<file path="src/rtl/pipelined_barrel_shifter_pkg.sv">
// pipelined_barrel_shifter_pkg: mode encodings, stage control payload and mode decode helper
// Build option: PIPELINED_BARREL_SHIFTER_ROTATE_EN enables the ROL/ROR datapath.
package pipelined_barrel_shifter_pkg;

    typedef enum logic [2:0] {
        MODE_LSL  = 3'b000,
        MODE_LSR  = 3'b001,
        MODE_ASR  = 3'b010,
        MODE_ROL  = 3'b011,
        MODE_ROR  = 3'b100,
        MODE_PASS = 3'b101
    } shift_mode_t;

    // Width-independent part of the per-stage payload; data and amt travel
    // alongside it with their parametrised widths.
    typedef struct packed {
        logic        valid;
        logic        carry;
        shift_mode_t mode;
    } stage_ctrl_t;

    // Canonicalise the raw mode field once at the input so stages only see
    // the modes they implement: 101-111 collapse to PASS, and without the
    // rotate datapath ROL/ROR degrade to LSL/LSR.
    function automatic shift_mode_t effective_mode(input logic [2:0] m);
`ifdef PIPELINED_BARREL_SHIFTER_ROTATE_EN
        return (m > 3'd4) ? MODE_PASS : shift_mode_t'(m);
`else
        return (m == 3'd3) ? MODE_LSL :
               (m == 3'd4) ? MODE_LSR :
               (m > 3'd4)  ? MODE_PASS : shift_mode_t'(m);
`endif
    endfunction

endpackage

</file>
<file path="src/rtl/pipelined_barrel_shifter_stage.sv">
// barrel_shift_stage: combinational shift/rotate by 2^K when its amount bit is set
// Build option: PIPELINED_BARREL_SHIFTER_ROTATE_EN adds the ROL/ROR cases.
module barrel_shift_stage
    import pipelined_barrel_shifter_pkg::*;
#(
    parameter int WIDTH = 8,
    parameter int K     = 0
) (
    input  stage_ctrl_t      ctrl_i,
    input  logic [WIDTH-1:0] data_i,
    input  logic             shift_i,
    output stage_ctrl_t      ctrl_o,
    output logic [WIDTH-1:0] data_o
);

    localparam int S = 1 << K;

    // Shift by S when selected; a pass-through stage keeps the incoming carry
    always_comb begin
        ctrl_o = ctrl_i;
        data_o = data_i;
        if (shift_i) begin
            case (ctrl_i.mode)
                MODE_LSL: begin
                    data_o       = data_i << S;
                    ctrl_o.carry = data_i[WIDTH-S];
                end
                MODE_LSR: begin
                    data_o       = data_i >> S;
                    ctrl_o.carry = data_i[S-1];
                end
                MODE_ASR: begin
                    data_o       = $signed(data_i) >>> S;
                    ctrl_o.carry = data_i[S-1];
                end
`ifdef PIPELINED_BARREL_SHIFTER_ROTATE_EN
                MODE_ROL: begin
                    data_o       = {data_i[WIDTH-S-1:0], data_i[WIDTH-1:WIDTH-S]};
                    ctrl_o.carry = 1'b0;
                end
                MODE_ROR: begin
                    data_o       = {data_i[S-1:0], data_i[WIDTH-1:S]};
                    ctrl_o.carry = 1'b0;
                end
`endif
                default: ;
            endcase
        end
    end

endmodule

</file>
<file path="src/rtl/pipelined_barrel_shifter.sv">
// pipelined_barrel_shifter: log2-staged shift/rotate unit with valid/ready flow control
// Build option: PIPELINED_BARREL_SHIFTER_ROTATE_EN enables ROL/ROR; otherwise they act as LSL/LSR.
module pipelined_barrel_shifter
    import pipelined_barrel_shifter_pkg::*;
#(
    parameter int WIDTH = 8,
    parameter int SHW   = $clog2(WIDTH)
) (
    input  logic             clk,
    input  logic             rst,
    input  logic             in_valid,
    output logic             in_ready,
    input  logic [WIDTH-1:0] in_data,
    input  logic [SHW-1:0]   in_amt,
    input  logic [2:0]       in_mode,
    output logic             out_valid,
    input  logic             out_ready,
    output logic [WIDTH-1:0] out_data,
    output logic             out_carry
);

    stage_ctrl_t      ctrl_in [SHW];
    logic [WIDTH-1:0] data_in [SHW];
    logic [SHW-1:0]   shift_in;
    stage_ctrl_t      ctrl_d  [SHW];
    logic [WIDTH-1:0] data_d  [SHW];
    logic [SHW-1:0]   amt_d   [SHW];
    stage_ctrl_t      ctrl_q  [SHW];
    logic [WIDTH-1:0] data_q  [SHW];
    logic [SHW-1:0]   amt_q   [SHW];
    stage_ctrl_t      head;
    logic             adv;

    // The whole pipeline moves as one: it advances unless the tail is stuck
    assign adv       = !ctrl_q[SHW-1].valid || out_ready;
    assign in_ready  = adv;
    assign head      = '{valid: in_valid && adv, carry: 1'b0, mode: effective_mode(in_mode)};
    assign out_valid = ctrl_q[SHW-1].valid;
    assign out_data  = data_q[SHW-1];
    assign out_carry = ctrl_q[SHW-1].carry;

    for (genvar k = 0; k < SHW; k++) begin : g_stage
        if (k == 0) begin : g_head
            assign ctrl_in[k]  = head;
            assign data_in[k]  = in_data;
            assign shift_in[k] = in_amt[0];
            assign amt_d[k]    = in_amt;
        end else begin : g_tail
            assign ctrl_in[k]  = ctrl_q[k-1];
            assign data_in[k]  = data_q[k-1];
            assign shift_in[k] = amt_q[k-1][k];
            assign amt_d[k]    = amt_q[k-1];
        end
        barrel_shift_stage #(
            .WIDTH (WIDTH),
            .K     (k)
        ) u_stage (
            .ctrl_i  (ctrl_in[k]),
            .data_i  (data_in[k]),
            .shift_i (shift_in[k]),
            .ctrl_o  (ctrl_d[k]),
            .data_o  (data_d[k])
        );
    end

    // Stage registers: reset flushes everything, otherwise load together on advance
    always_ff @(posedge clk) begin
        if (rst) begin
            for (int i = 0; i < SHW; i++) begin
                ctrl_q[i] <= '0;
                data_q[i] <= '0;
                amt_q[i]  <= '0;
            end
        end else if (adv) begin
            ctrl_q <= ctrl_d;
            data_q <= data_d;
            amt_q  <= amt_d;
        end
    end

endmodule
</file>
<file path="config.mk">
export PLATFORM = sky130hd
export DESIGN_NAME = pipelined_barrel_shifter
export DESIGN_NICKNAME = d
export VERILOG_FILES = /design/src/rtl/pipelined_barrel_shifter_pkg.sv /design/src/rtl/pipelined_barrel_shifter_stage.sv /design/src/rtl/pipelined_barrel_shifter.sv
export SDC_FILE = /design/constraint.sdc
export NUM_CORES = 1
export LEC_CHECK = 0
export ABC_AREA = 1
export BUFFER_PORTS_ARGS = -buffer_cell sky130_fd_sc_hd__buf_2
export CORE_MARGIN = 3
export CORE_UTILIZATION = 45
export CTS_BUF_LIST = sky130_fd_sc_hd__clkbuf_4
export DETAILED_ROUTE_END_ITERATION = 10
export PLACE_DENSITY = 0.77
export SYNTH_ARGS = -nofsm -noshare
export SYNTH_HDL_FRONTEND = slang
export SYNTH_HIERARCHICAL = 1
export SYNTH_SLANG_ARGS = --single-unit
</file>
<file path="constraint.sdc">
create_clock -name clk -period 1.23 [get_ports clk]
set_input_delay 0.1845 -clock clk [delete_from_list [all_inputs] [get_ports clk]]
set_output_delay 0.1845 -clock clk [all_outputs]
set_load 0.05 [all_outputs]
</file>
# Word level (Yosys, flattened, before mapping)

Cells that the tools add are included.

Flip-flop bits (word level): 42
Output and inout bits: 11
Word-level logic and storage cells: 46

Eq/ne operators: 8
Multiplexer cells: 15
Reduce and logical (&&, ||, !) cells: 9
Magnitude comparators: 1

Operators by type and width:

| operator           | number |
|---|---|
| $pmux 8 s3         | 3 |
| $mux 8             | 3 |
| $eq 3x2->1 const B | 4 |
| $eq 3x1->1 const B | 3 |
| $logic_not 3->1    | 3 |
| $mux 3             | 3 |
| $pmux 1 s2         | 3 |
| $reduce_or 2->1    | 3 |
| $eq 3x3->1 const B | 1 |
| $gt 3x3->1 const B | 1 |
| $mux 1             | 3 |
| $logic_and 1x1->1  | 1 |
| $logic_not 1->1    | 1 |
| $logic_or 1x1->1   | 1 |

# Depth between registers and ports, before layout

Depth after elaboration: 8
Mapped depth: 11
Depth with buffers taken out: 11

# Modules after synthesis

Netlist, hierarchy kept.

Modules (own cells, without submodules):

| module                                   | instances | seq. area each (um^2) | area an instance (um^2) | cells an instance |
|---|---|---|---|---|
| pipelined_barrel_shifter                 | 1         | 780.7                 | 1875.5                  | 261 |
| barrel_shift_stage at g_stage[0].u_stage | 1         | 0.0                   | 291.5                   | 57 |
| barrel_shift_stage at g_stage[1].u_stage | 1         | 0.0                   | 256.5                   | 51 |
| barrel_shift_stage at g_stage[2].u_stage | 1         | 0.0                   | 250.2                   | 54 |

# Least setup slack after synthesis

Ideal clock, no wire load.

Kind: register -> register
Start point: reg ctrl_q, in the netlist out_valid
End point: reg ctrl_q, in the netlist ctrl_in[9]
Stages on the path, launching flop included: 8
Buffers on the path: 2
Clock period less this slack: 1.441 ns
Path slack: -0.211 ns
Library setup time: 0.113 ns
Arrival: 1.328 ns
Data required time: 1.117 ns
Cell sequence: dfxtp_1 inv_2 nor2_4 buf_2 nor2_1 buf_4 nor2_1 nor2_1

RTL lines:

| what                   | line                           | text |
|---|---|---|
| from (decl)            | pipelined_barrel_shifter.sv:28 | `stage_ctrl_t ctrl_q [SHW];` |
| from (signal assigned) | pipelined_barrel_shifter.sv:75 | `ctrl_q <= ctrl_d;` |

# Worst setup path in the final report

Start point: reg ctrl_q, in the netlist out_valid
End point: out in_ready

Word-level cells in the longest chain between the ends: 2

RTL lines:

| what             | line                           | text |
|---|---|---|
| $logic_not 1->1  | pipelined_barrel_shifter.sv:35 | `assign adv = !ctrl_q[SHW-1].valid \|\| out_ready;` |
| $logic_or 1x1->1 | pipelined_barrel_shifter.sv:35 |  |
| to (decl)        | pipelined_barrel_shifter.sv:12 | `output logic in_ready,` |

No other way between the ends.

==> out/metrics.csv <==
stage,metric,value,unit
status,outcome,finished with violations,
status,failing checks,negative setup slack,
floorplanning,die area,0.00685,mm^2
sta,Setup Skew,0.00711,ns
run,max-cap violations,0,
finish,nets,467,
detailed_routing,vias per cell,4.83,
finish,Finished Cell Area,0.00300,mm^2
global_route,largest net degree at the start of global routing,39,
sta,Final Setup Violations,1,
global_route,initial antenna violation count,0,
sta,RSZ-0062 raised after global routing,true,
power,Leak,0.00140,uW
placed_design,RePlAce Congestion,0.879,
global_route,vias in the first global route,2298,
sta,post-layout worst setup margin,-0.0107,ns
power,clock network fraction of design power,0.235,
sta,setup TNS,-0.0107,ns
global_route,first-pass GRT wire length,9.83,mm
detailed_routing,drt pass-1 iters,4,
sta,Fin. Hold Viols,0,
finish,ant diodes,0,
global_route,aggregate global routing overflow,0,
clock_tree,CTS clock-pin slew for the worst setup and hold paths,0.12,ns
setup_path,"delay-heaviest family, CP",flip-flops,
clock_tree,htree depth,2,
placed_design,Placed Area,0.00284,mm^2
synthesis,syn avg cell area,6.31,um^2
setup_path,critical path class,reg2out,
floorplanning,Starting Density,0.473,
detailed_routing,initial DRC count,159,
power,Logic pwr share,0.273,
global_route,GRT Util Overall,0.181,
setup_path,reg-to-reg startpoint,ctrl_in[6]$_SDFFE_PP0P_,
hold_path,Hold Startpoint,in_amt[2],
floorplanning,Core Region,0.00561,mm^2
setup_path,kind of start point of the critical path,register,
setup_path,buffers plus inverters on the worst setup path,3,
power,Design Power,2950,uW
detailed_routing,vias,2521,
hold_path,worst hold path type,in2reg,
setup_path,max incr delay on CP,0.36,ns
power,P per Cell Area,984,mW/mm^2
clock_tree,Root Driver,clkbuf_4,
setup_path,slowest cell on the critical path,dfxtp_4,
synthesis,"Cell Area, Synth",0.00265,mm^2
synthesis,Synth Instances,420,
power,Int Pwr,1930,uW
placed_design,DP HPWL,3.91,mm
power,sw frac,0.347,
detailed_routing,Total Wirelength,5.74,mm
power,sequential power share,0.492,
finish,share of post-route cells with drive strength above 1,0.282,
floorplanning,IO Pins,29,
setup_path,CP startpoint,out_valid$_SDFFE_PP0P_,
sta,period utilisation layout,1.01,
sta,Final Hold Slack,0.0641,ns
floorplanning,FP Rows,27,
detailed_routing,DRC,0,
sta,Pins Over Slew Limit,0,
finish,Layout Area Growth over Synthesis,13.1,%
placed_design,Placed Instances,509,
finish,Finished Layout Cells,522,
clock_tree,CTS buffer count,5,
placed_design,port bufs,28,
clock_tree,TritonCTS clock tree,yes,
floorplanning,Die X,82.8,um
setup_path,Worst Path Max Fanout,2,
clock_tree,clock sink total,39,
setup_path,cell repeated most along the worst path,inv_2,
floorplanning,Die Ht,82.8,um
detailed_routing,wire per inst,11.0,um
clock_tree,clk buf depth,2,
sta,min Tclk post-route,1.24,ns
setup_path,WP data arrival,1.06,ns
setup_path,Worst EP required,1.05,ns
setup_path,Crit. End Element,output port,
detailed_routing,ANT nets after route,0,
sta,maximum clock rate,806,MHz
synthesis,Syn Nets,438,
setup_path,worst path cell trace,inv_2 -> nor2_4 -> inv_2 -> buf_6,
power,Psw,1020,uW
clock_tree,Worst-Skew Late Latency,0.35,ns
synthesis,Yosys warnings,6,
power,peak supply drop,0.000401,V
## power by group through the flow
| stage | clock (uW) | sequential (uW) | combinational (uW) |
|---|---|---|---|
| 2_1_floorplan | 0 | 1530 | 555 |
| 3_3_place_gp | 0 | 1470 | 757 |
| 3_5_place_dp | 0 | 1470 | 769 |
| 4_1_cts | 715 | 1440 | 790 |
| 5_1_grt | 771 | 1470 | 914 |
| 6_report | 693 | 1450 | 807 |
## worst reg2reg max path, cell delays in order (launching register included)
cell,delay (ns)
dfxtp_4,0.40
a21oi_4,0.22
nand2_4,0.11
nor2_1,0.13
nor2_1,0.06
nor2_1,0.13
nor2_2,0.05
## layout make-up
type                       count  area (um^2)
fill                         578         2610
multi-input combinational    298         1490
sequential                    39          800
timing repair buffer          49          348
inverter                      56          210
tap                           72         90.1
clock buffer                   7         52.6
clock inverter                 1         5.00
## state kept, by name, indices dropped and copies added, names as in the netlist
register,cells
out_valid,1
out_data,8
amt_d,3
ctrl_in,10
out_carry,1
data_in,16
## worst paths after layout
kind / cells past startpoint / endpoint / slack, ns
max: 4 / in_ready / -0.01
min reg2reg: 2 / out_valid$_SDFFE_PP0P_ / 0.48
min: 3 / amt_d[5]$_SDFFE_PP0P_ / 0.06
max reg2reg: 6 / data_in[6]$_SDFFE_PP0P_ / 0.06
## cells in the final DEF, fill, tap and decap left out
| cell | count |
|---|---|
| a21oi_4 | 1 |
| conb_1 | 1 |
| clkbuf_4 | 8 |
| nand2_1 | 109 |
| nand2_2 | 3 |
| o21ai_0 | 1 |
| nor3_4 | 1 |
| buf_2 | 25 |
| o21ai_1 | 1 |
| dfxtp_4 | 4 |
| buf_12 | 2 |
| buf_6 | 4 |
| dfxtp_2 | 3 |
| buf_4 | 16 |
| nand3_1 | 60 |
| inv_1 | 50 |
| nor2_2 | 23 |
| dlygate4sd3_1 | 1 |
| dfxtp_1 | 32 |
| clkinv_2 | 1 |
| nor2_1 | 61 |
| inv_2 | 6 |
| a21oi_2 | 2 |
| nor2_4 | 4 |
| nand2_4 | 2 |
| nand3_2 | 21 |
| a21oi_1 | 2 |
| nor3_2 | 1 |
| nand4_1 | 5 |
## what timing repair did
item / CTS / global route
pin swaps: 1 / 3
hold buffers: 1 / 0
endpoints found under the hold margin: 1 / 0
setup buffers: 3 / 2
gates resized for setup: 8 / 15
setup endpoints to repair: 3 / 40
## per-stage QoR
stage	util	setup WS, ns
after floorplan	-	0.0532
after CTS	0.526	-0.0529
after global routing	0.535	-0.0717
after global placement	0.506	-0.115
after detailed placement	0.506	-0.206
final	0.535	-0.0107
## per-layer routing
metal,global-route usage,up-vias,wire length [um]
met3,0.0380,10,229
met2,0.329,60,2940
met1,0.207,1107,2420
met4,0.0654,0,148
li1,-,1344,-
met5,0,-,0
Note: power is estimated with default switching activity, not from simulation.
